$ cat src/rtl/fft_pkg.sv
// rtl/fft_pkg.sv - shared defaults, index-width helper and per-beat tag type for the FFT power/peak path
// Contents:
//    NFFT_DEF, DW_DEF - default transform length and component width
//    log2n()          - bin index width for a given transform length
//    beat_tag_t       - first/last flags carried down the pipe beside each beat
package fft_pkg;

   localparam int NFFT_DEF = 16;
   localparam int DW_DEF   = 16;

   function automatic int log2n(input int n);
      return $clog2(n);
   endfunction

   // Tags ride alongside the data so that the tracker in the output stage
   // never depends on the input-side counter, which may already be in the
   // next frame.
   typedef struct packed {
      logic last;
      logic first;
   } beat_tag_t;

endpackage

$ cat src/rtl/fft_cplx_sq.sv
// rtl/fft_cplx_sq.sv - two-stage pipelined re^2 + im^2 with a shared stage enable
// Ports:
//    i_clk, i_rst_n - clock, async active-low reset
//    i_en           - shift both stages this cycle
//    i_re, i_im     - signed components, DW bits each
//    o_pwr          - registered unsigned power, 2*DW bits, two cycles after input
module fft_cplx_sq
   import fft_pkg::*;
#(
   parameter int DW = DW_DEF
) (
   input  logic            i_clk,
   input  logic            i_rst_n,
   input  logic            i_en,
   input  logic [DW-1:0]   i_re,
   input  logic [DW-1:0]   i_im,
   output logic [2*DW-1:0] o_pwr
);

   // Sign-extend to the full product width so the low 2*DW bits of the
   // product are exact, including (-2^(DW-1))^2 = 2^(2DW-2).
   logic signed [2*DW-1:0] w_re_x;
   logic signed [2*DW-1:0] w_im_x;
   logic signed [2*DW-1:0] w_re2;
   logic signed [2*DW-1:0] w_im2;
   logic        [2*DW-1:0] r_re2;
   logic        [2*DW-1:0] r_im2;
   logic        [2*DW-1:0] r_pwr;

   assign w_re_x = {{DW{i_re[DW-1]}}, i_re};
   assign w_im_x = {{DW{i_im[DW-1]}}, i_im};
   assign w_re2  = w_re_x * w_re_x;
   assign w_im2  = w_im_x * w_im_x;

   always_ff @(posedge i_clk or negedge i_rst_n) begin
      if (!i_rst_n) begin
         r_re2 <= '0;
         r_im2 <= '0;
         r_pwr <= '0;
      end else if (i_en) begin
         r_re2 <= w_re2;
         r_im2 <= w_im2;
         // Each square is at most 2^(2DW-2), so the sum fits 2*DW unsigned.
         r_pwr <= r_re2 + r_im2;
      end
   end

   assign o_pwr = r_pwr;

endmodule

$ cat src/rtl/fft_power_peak.sv
// rtl/fft_power_peak.sv - per-bin power stream of FFT output with per-frame peak bin/power report
// Ports:
//    aclk, aresetn                    - clock, async active-low reset
//    s_data/s_valid/s_last/s_ready    - complex bin input {im, re}
//    m_data/m_valid/m_last/m_ready    - unsigned power output, m_last on frame-closing bin
//    peak_bin/peak_power/peak_valid   - peak of last completed frame, 1-cycle update pulse
//    frame_err                        - sticky framing error, cleared only by reset
module fft_power_peak
   import fft_pkg::*;
#(
   parameter int NFFT = NFFT_DEF,
   parameter int DW   = DW_DEF
) (
   input  logic                   aclk,
   input  logic                   aresetn,
   input  logic [2*DW-1:0]        s_data,
   input  logic                   s_valid,
   input  logic                   s_last,
   output logic                   s_ready,
   output logic [2*DW-1:0]        m_data,
   output logic                   m_valid,
   output logic                   m_last,
   input  logic                   m_ready,
   output logic [log2n(NFFT)-1:0] peak_bin,
   output logic [2*DW-1:0]        peak_power,
   output logic                   peak_valid,
   output logic                   frame_err
);

   localparam int LOG2N = log2n(NFFT);

   logic [LOG2N-1:0] r_bin_cnt;
   logic             r_v1;
   logic             r_v2;
   beat_tag_t        r_tag1;
   beat_tag_t        r_tag2;
   logic [LOG2N-1:0] r_idx1;
   logic [LOG2N-1:0] r_idx2;
   logic [2*DW-1:0]  r_run_max;
   logic [LOG2N-1:0] r_run_idx;
   logic [LOG2N-1:0] r_peak_bin;
   logic [2*DW-1:0]  r_peak_power;
   logic             r_peak_valid;
   logic             r_frame_err;

   logic             w_adv;
   logic             w_acc;
   logic             w_at_end;
   logic             w_close;
   logic             w_hs;
   logic             w_take;
   logic [2*DW-1:0]  w_pwr;
   logic [2*DW-1:0]  w_new_max;
   logic [LOG2N-1:0] w_new_idx;

   // Stall-all: every stage moves together whenever the output register
   // is free or being drained.
   assign w_adv    = !r_v2 || m_ready;
   assign s_ready  = aresetn && w_adv;
   assign w_acc    = s_valid && s_ready;
   assign w_at_end = (r_bin_cnt == LOG2N'(NFFT - 1));
   assign w_close  = s_last || w_at_end;
   assign w_hs     = r_v2 && m_ready;

   // Strictly-greater replacement keeps the lowest index on ties.
   assign w_take    = r_tag2.first || (w_pwr > r_run_max);
   assign w_new_max = w_take ? w_pwr  : r_run_max;
   assign w_new_idx = w_take ? r_idx2 : r_run_idx;

   fft_cplx_sq #(.DW(DW)) u_sq (
      .i_clk   (aclk),
      .i_rst_n (aresetn),
      .i_en    (w_adv),
      .i_re    (s_data[DW-1:0]),
      .i_im    (s_data[2*DW-1:DW]),
      .o_pwr   (w_pwr)
   );

   always_ff @(posedge aclk or negedge aresetn) begin
      if (!aresetn) begin
         r_bin_cnt    <= '0;
         r_v1         <= 1'b0;
         r_v2         <= 1'b0;
         r_tag1       <= '0;
         r_tag2       <= '0;
         r_idx1       <= '0;
         r_idx2       <= '0;
         r_run_max    <= '0;
         r_run_idx    <= '0;
         r_peak_bin   <= '0;
         r_peak_power <= '0;
         r_peak_valid <= 1'b0;
         r_frame_err  <= 1'b0;
      end else begin
         r_peak_valid <= 1'b0;

         if (w_acc) begin
            r_bin_cnt <= w_close ? '0 : r_bin_cnt + LOG2N'(1);
            // Mismatch either way: early s_last, or a full frame without it.
            if (s_last != w_at_end) begin
               r_frame_err <= 1'b1;
            end
         end

         if (w_adv) begin
            r_v1        <= w_acc;
            r_tag1.last  <= w_acc && w_close;
            r_tag1.first <= w_acc && (r_bin_cnt == '0);
            r_idx1      <= r_bin_cnt;
            r_v2        <= r_v1;
            r_tag2      <= r_tag1;
            r_idx2      <= r_idx1;
         end

         if (w_hs) begin
            r_run_max <= w_new_max;
            r_run_idx <= w_new_idx;
            if (r_tag2.last) begin
               r_peak_bin   <= w_new_idx;
               r_peak_power <= w_new_max;
               r_peak_valid <= 1'b1;
            end
         end
      end
   end

   assign m_data     = w_pwr;
   assign m_valid    = r_v2;
   assign m_last     = r_tag2.last;
   assign peak_bin   = r_peak_bin;
   assign peak_power = r_peak_power;
   assign peak_valid = r_peak_valid;
   assign frame_err  = r_frame_err;

endmodule

$ cat config.mk
export PLATFORM = sky130hd
export DESIGN_NAME = fft_power_peak
export DESIGN_NICKNAME = d
export VERILOG_FILES = /design/src/rtl/fft_pkg.sv /design/src/rtl/fft_cplx_sq.sv /design/src/rtl/fft_power_peak.sv
export SDC_FILE = /design/constraint.sdc
export NUM_CORES = 2
export LEC_CHECK = 0
export CAP_MARGIN = 5
export CORE_ASPECT_RATIO = 0.8
export CORE_MARGIN = 8
export CORE_UTILIZATION = 60
export DETAILED_ROUTE_END_ITERATION = 8
export DONT_BUFFER_PORTS = 1
export PLACE_DENSITY = 0.76
export SLEW_MARGIN = 5
export SYNTH_ARGS = -nofsm -noshare
export SYNTH_HDL_FRONTEND = slang
export SYNTH_HIERARCHICAL = 1
export SYNTH_SLANG_ARGS = --single-unit
$ cat constraint.sdc
create_clock -name aclk -period 8.6 [get_ports aclk]
set_clock_uncertainty 0.2 [all_clocks]
set_input_delay 1.72 -clock aclk [delete_from_list [all_inputs] [get_ports aclk]]
set_output_delay 1.72 -clock aclk [all_outputs]
set_load 0.02 [all_outputs]
==> results.py <==
metrics = {
    "run": {
        "cap_viol_max_count": 0,
    },
    "sta": {
        "finalHoldViolations": 0,
        "slew_violations": 0,
        "max_freq_ghz": 0.131,
        "setup-violations-final": 0,
        "timing.hold.ws_ps": 269,
        "rsz0062_at_grt": "no",
        "setup-tns-final_ps": 0,
        "worst-slew-pin-transition_ps": 1230,
        "slew-limit-headroom": 0.181,
        "period_needed_ps": 7650,
        "period_share": 0.889,
    },
    "logic_synthesis": {
        "netlist_area_mm2": 0.0274,
        "synth.yosys.warnings": 6,
        "synth_common_cells": "inv_1, fa_1, ha_1, nand2_1, dfrtp_1",
        "seq_area_frac_synth": 0.170,
        "async_reset_ff_frac": 1.00,
        "syn_inst": 2760,
        "synth_top_area_frac": 0.342,
        "yosysMostFrequentCell": "inv_1",
        "synth_ff_type": "dfrtp_1",
        "avgSynthCellArea_um2": 9.93,
        "synth_edf_count": 0,
        "syn_nets": 3510,
        "yosysTopAreaCell": "fa_1",
        "ys_types": 81,
        "synth.area.top_cells": "fa_1, dfrtp_1, ha_1, inv_1, mux2_2",
        "ys_ff_latch": 186,
    },
    "routing": {
        "detail-route-antenna-nets": 0,
        "drt_first_pass_iters": 5,
        "vias": 18500,
        "wirelength_um": 58800,
        "drc": 0,
        "first_iter_violations": 962,
        "drt-wirelength-per-cell_um": 17.6,
        "viasPerCell": 5.53,
    },
    "die": {
        "num_rows": 70,
        "core_area_mm2": 0.0454,
        "die_h_um": 207,
        "die_x_um": 255,
        "start_util": 0.604,
        "die-area_mm2": 0.0528,
        "pin_count": 110,
    },
    "clock_tree": {
        "ctsHoldBuffers": 0,
        "cts_made_buffers": 17,
        "cts_resized": 0,
        "h-tree-depth": 4,
        "cts_setup_buffers": 0,
        "cts_tree": "built",
        "cts.path.max_buffers": 2,
        "clk_latency_ps": 440,
        "cts_root_buf": "clkbuf_16",
        "path_clk_slew_ps": 70,
        "clock-sinks": 186,
    },
    "placement": {
        "gp_congestion": 0.903,
        "portBuffers": 0,
        "hpwl_um": 48700,
    },
    "global_routing": {
        "overflow": 0,
        "antenna_found_initial": 3,
        "grt_pass1_vias": 20500,
        "grt_pass1_wl_um": 99700,
        "grtUsageTotal": 0.232,
        "grt_max_degree": 189,
    },
    "min_path": {
        "hold_class": "flip-flop to flip-flop",
        "hold_path_depth": 2,
    },
    "final_layout": {
        "finalNetCount": 3461,
        "diodes": 0,
        "syn_to_final_growth_pct": 3.94,
        "layout-drive-gt1-share": 0.0683,
        "n_fill_cell": 3722,
    },
    "critical_path": {
        "critPathMaxFanout": 14,
        "critPathLaunchType": "input pin",
        "path_class": "input pin to flip-flop",
        "r2r_cells": 7,
        "worstSetupEndpointType": "flip-flop",
        "critical_path_arrival_ps": 7780,
        "critical_path_required_ps": 8730,
    },
    "outcome": {
        "status": "finished clean",
    },
}
==> through the flow <==
step | cells | setup slack, ps | util | cell area [µm²]
2_1_floorplan | 2760 | 647 | - | 27400
3_3_place_gp | 3304 | 740 | 0.615 | 27900
3_5_place_dp | 3304 | 529 | 0.615 | 27900
4_1_cts | 3336 | 990 | 0.628 | 28500
5_1_grt | 3336 | 594 | 0.628 | 28500
6_report | 3336 | 954 | 0.628 | 28500
==> placed cells by master (no fill, tap or decap), drive strengths merged, types with 22 or more instances in the layout <==
cell type | Yosys | final
mux2 | 108 | 108
nor2 | 108 | 108
a21oi | 75 | 75
xnor2 | 81 | 81
mux2i | 64 | 64
and2 | 83 | 83
xor2 | 23 | 23
nand2 | 218 | 218
o21ai | 57 | 57
fa | 468 | 468
inv | 695 | 702
dfrtp | 186 | 186
a21o | 40 | 40
nand3 | 22 | 22
ha | 245 | 245
==> logic make-up (layout without fill, tap and decap cells) <==
kind of cell    Yosys count  in the layout  share of synthesized area
compound gates          285            285                     0.0718
xor+xnor                104            104                     0.0332
fa+ha+maj               713            713                      0.454
buf+inv                 774            738                      0.109
flops                   186            186                      0.170
mux                     172            172                     0.0719
simple gates            526            526                     0.0909
==> worst max-delay path, cell delays in order <==
cell and delay [ps]:
inv_1 230, nor2_1 90, fa_1 670, fa_1 490, fa_1 500, fa_1 520, fa_1 500, inv_1 50
fa_1 470, inv_1 40, ha_1 380, a21oi_1 170, a21boi_0 130, a2111oi_0 450, o22ai_1 200, a41o_1 320
o31a_1 280, o21ai_0 210, a21oi_1 100, o31ai_1 250
==> path summary, 6_finish.rpt <==
kind                           startpoint              to  slack [ps]
max                             s_data[3]  u_sq/r_re2[29]         950
max reg2reg                u_sq/o_pwr[15]    r_run_idx[3]        4860
min                                  r_v1         m_valid         270
min reg2reg                          r_v1         m_valid         270
max in group asynchronous         aresetn  u_sq/r_re2[15]        7150
min in group asynchronous         aresetn   peak_power[4]         760
==> layout make-up <==
type	count	area (µm²)	share of cell area
Clock inverter	14	171	0.00602
Timing Repair Buffer	9	67.6	0.00237
Sequential cell	186	4650	0.163
Clock buffer	18	429	0.0151
Multi-Input combinational cell	1800	19800	0.694
Inverter	697	2620	0.0919
Tap cell	612	766	0.0269
==> sequential cells by signal (all words and copies together) (netlist names), 31 cells and up <==
register / cells
u_sq/o_pwr: 32
u_sq/r_im2: 31
u_sq/r_re2: 31
r_run_max: 32
peak_power: 32
==> per-layer routing <==
layer  wire length (µm)  part of all wire  vias to the layer above  track usage
met5                 11           0.00019                        -            0
met4               1310             0.022                        2       0.0588
met3               3430             0.058                      108       0.0389
met2              28700              0.49                      457        0.390
met1              25300              0.43                     9460        0.311
li1                   -                 -                     8432            -
Power is not shown: default switching activity piles up to over one toggle a cycle in this logic, so the estimate is an artifact.
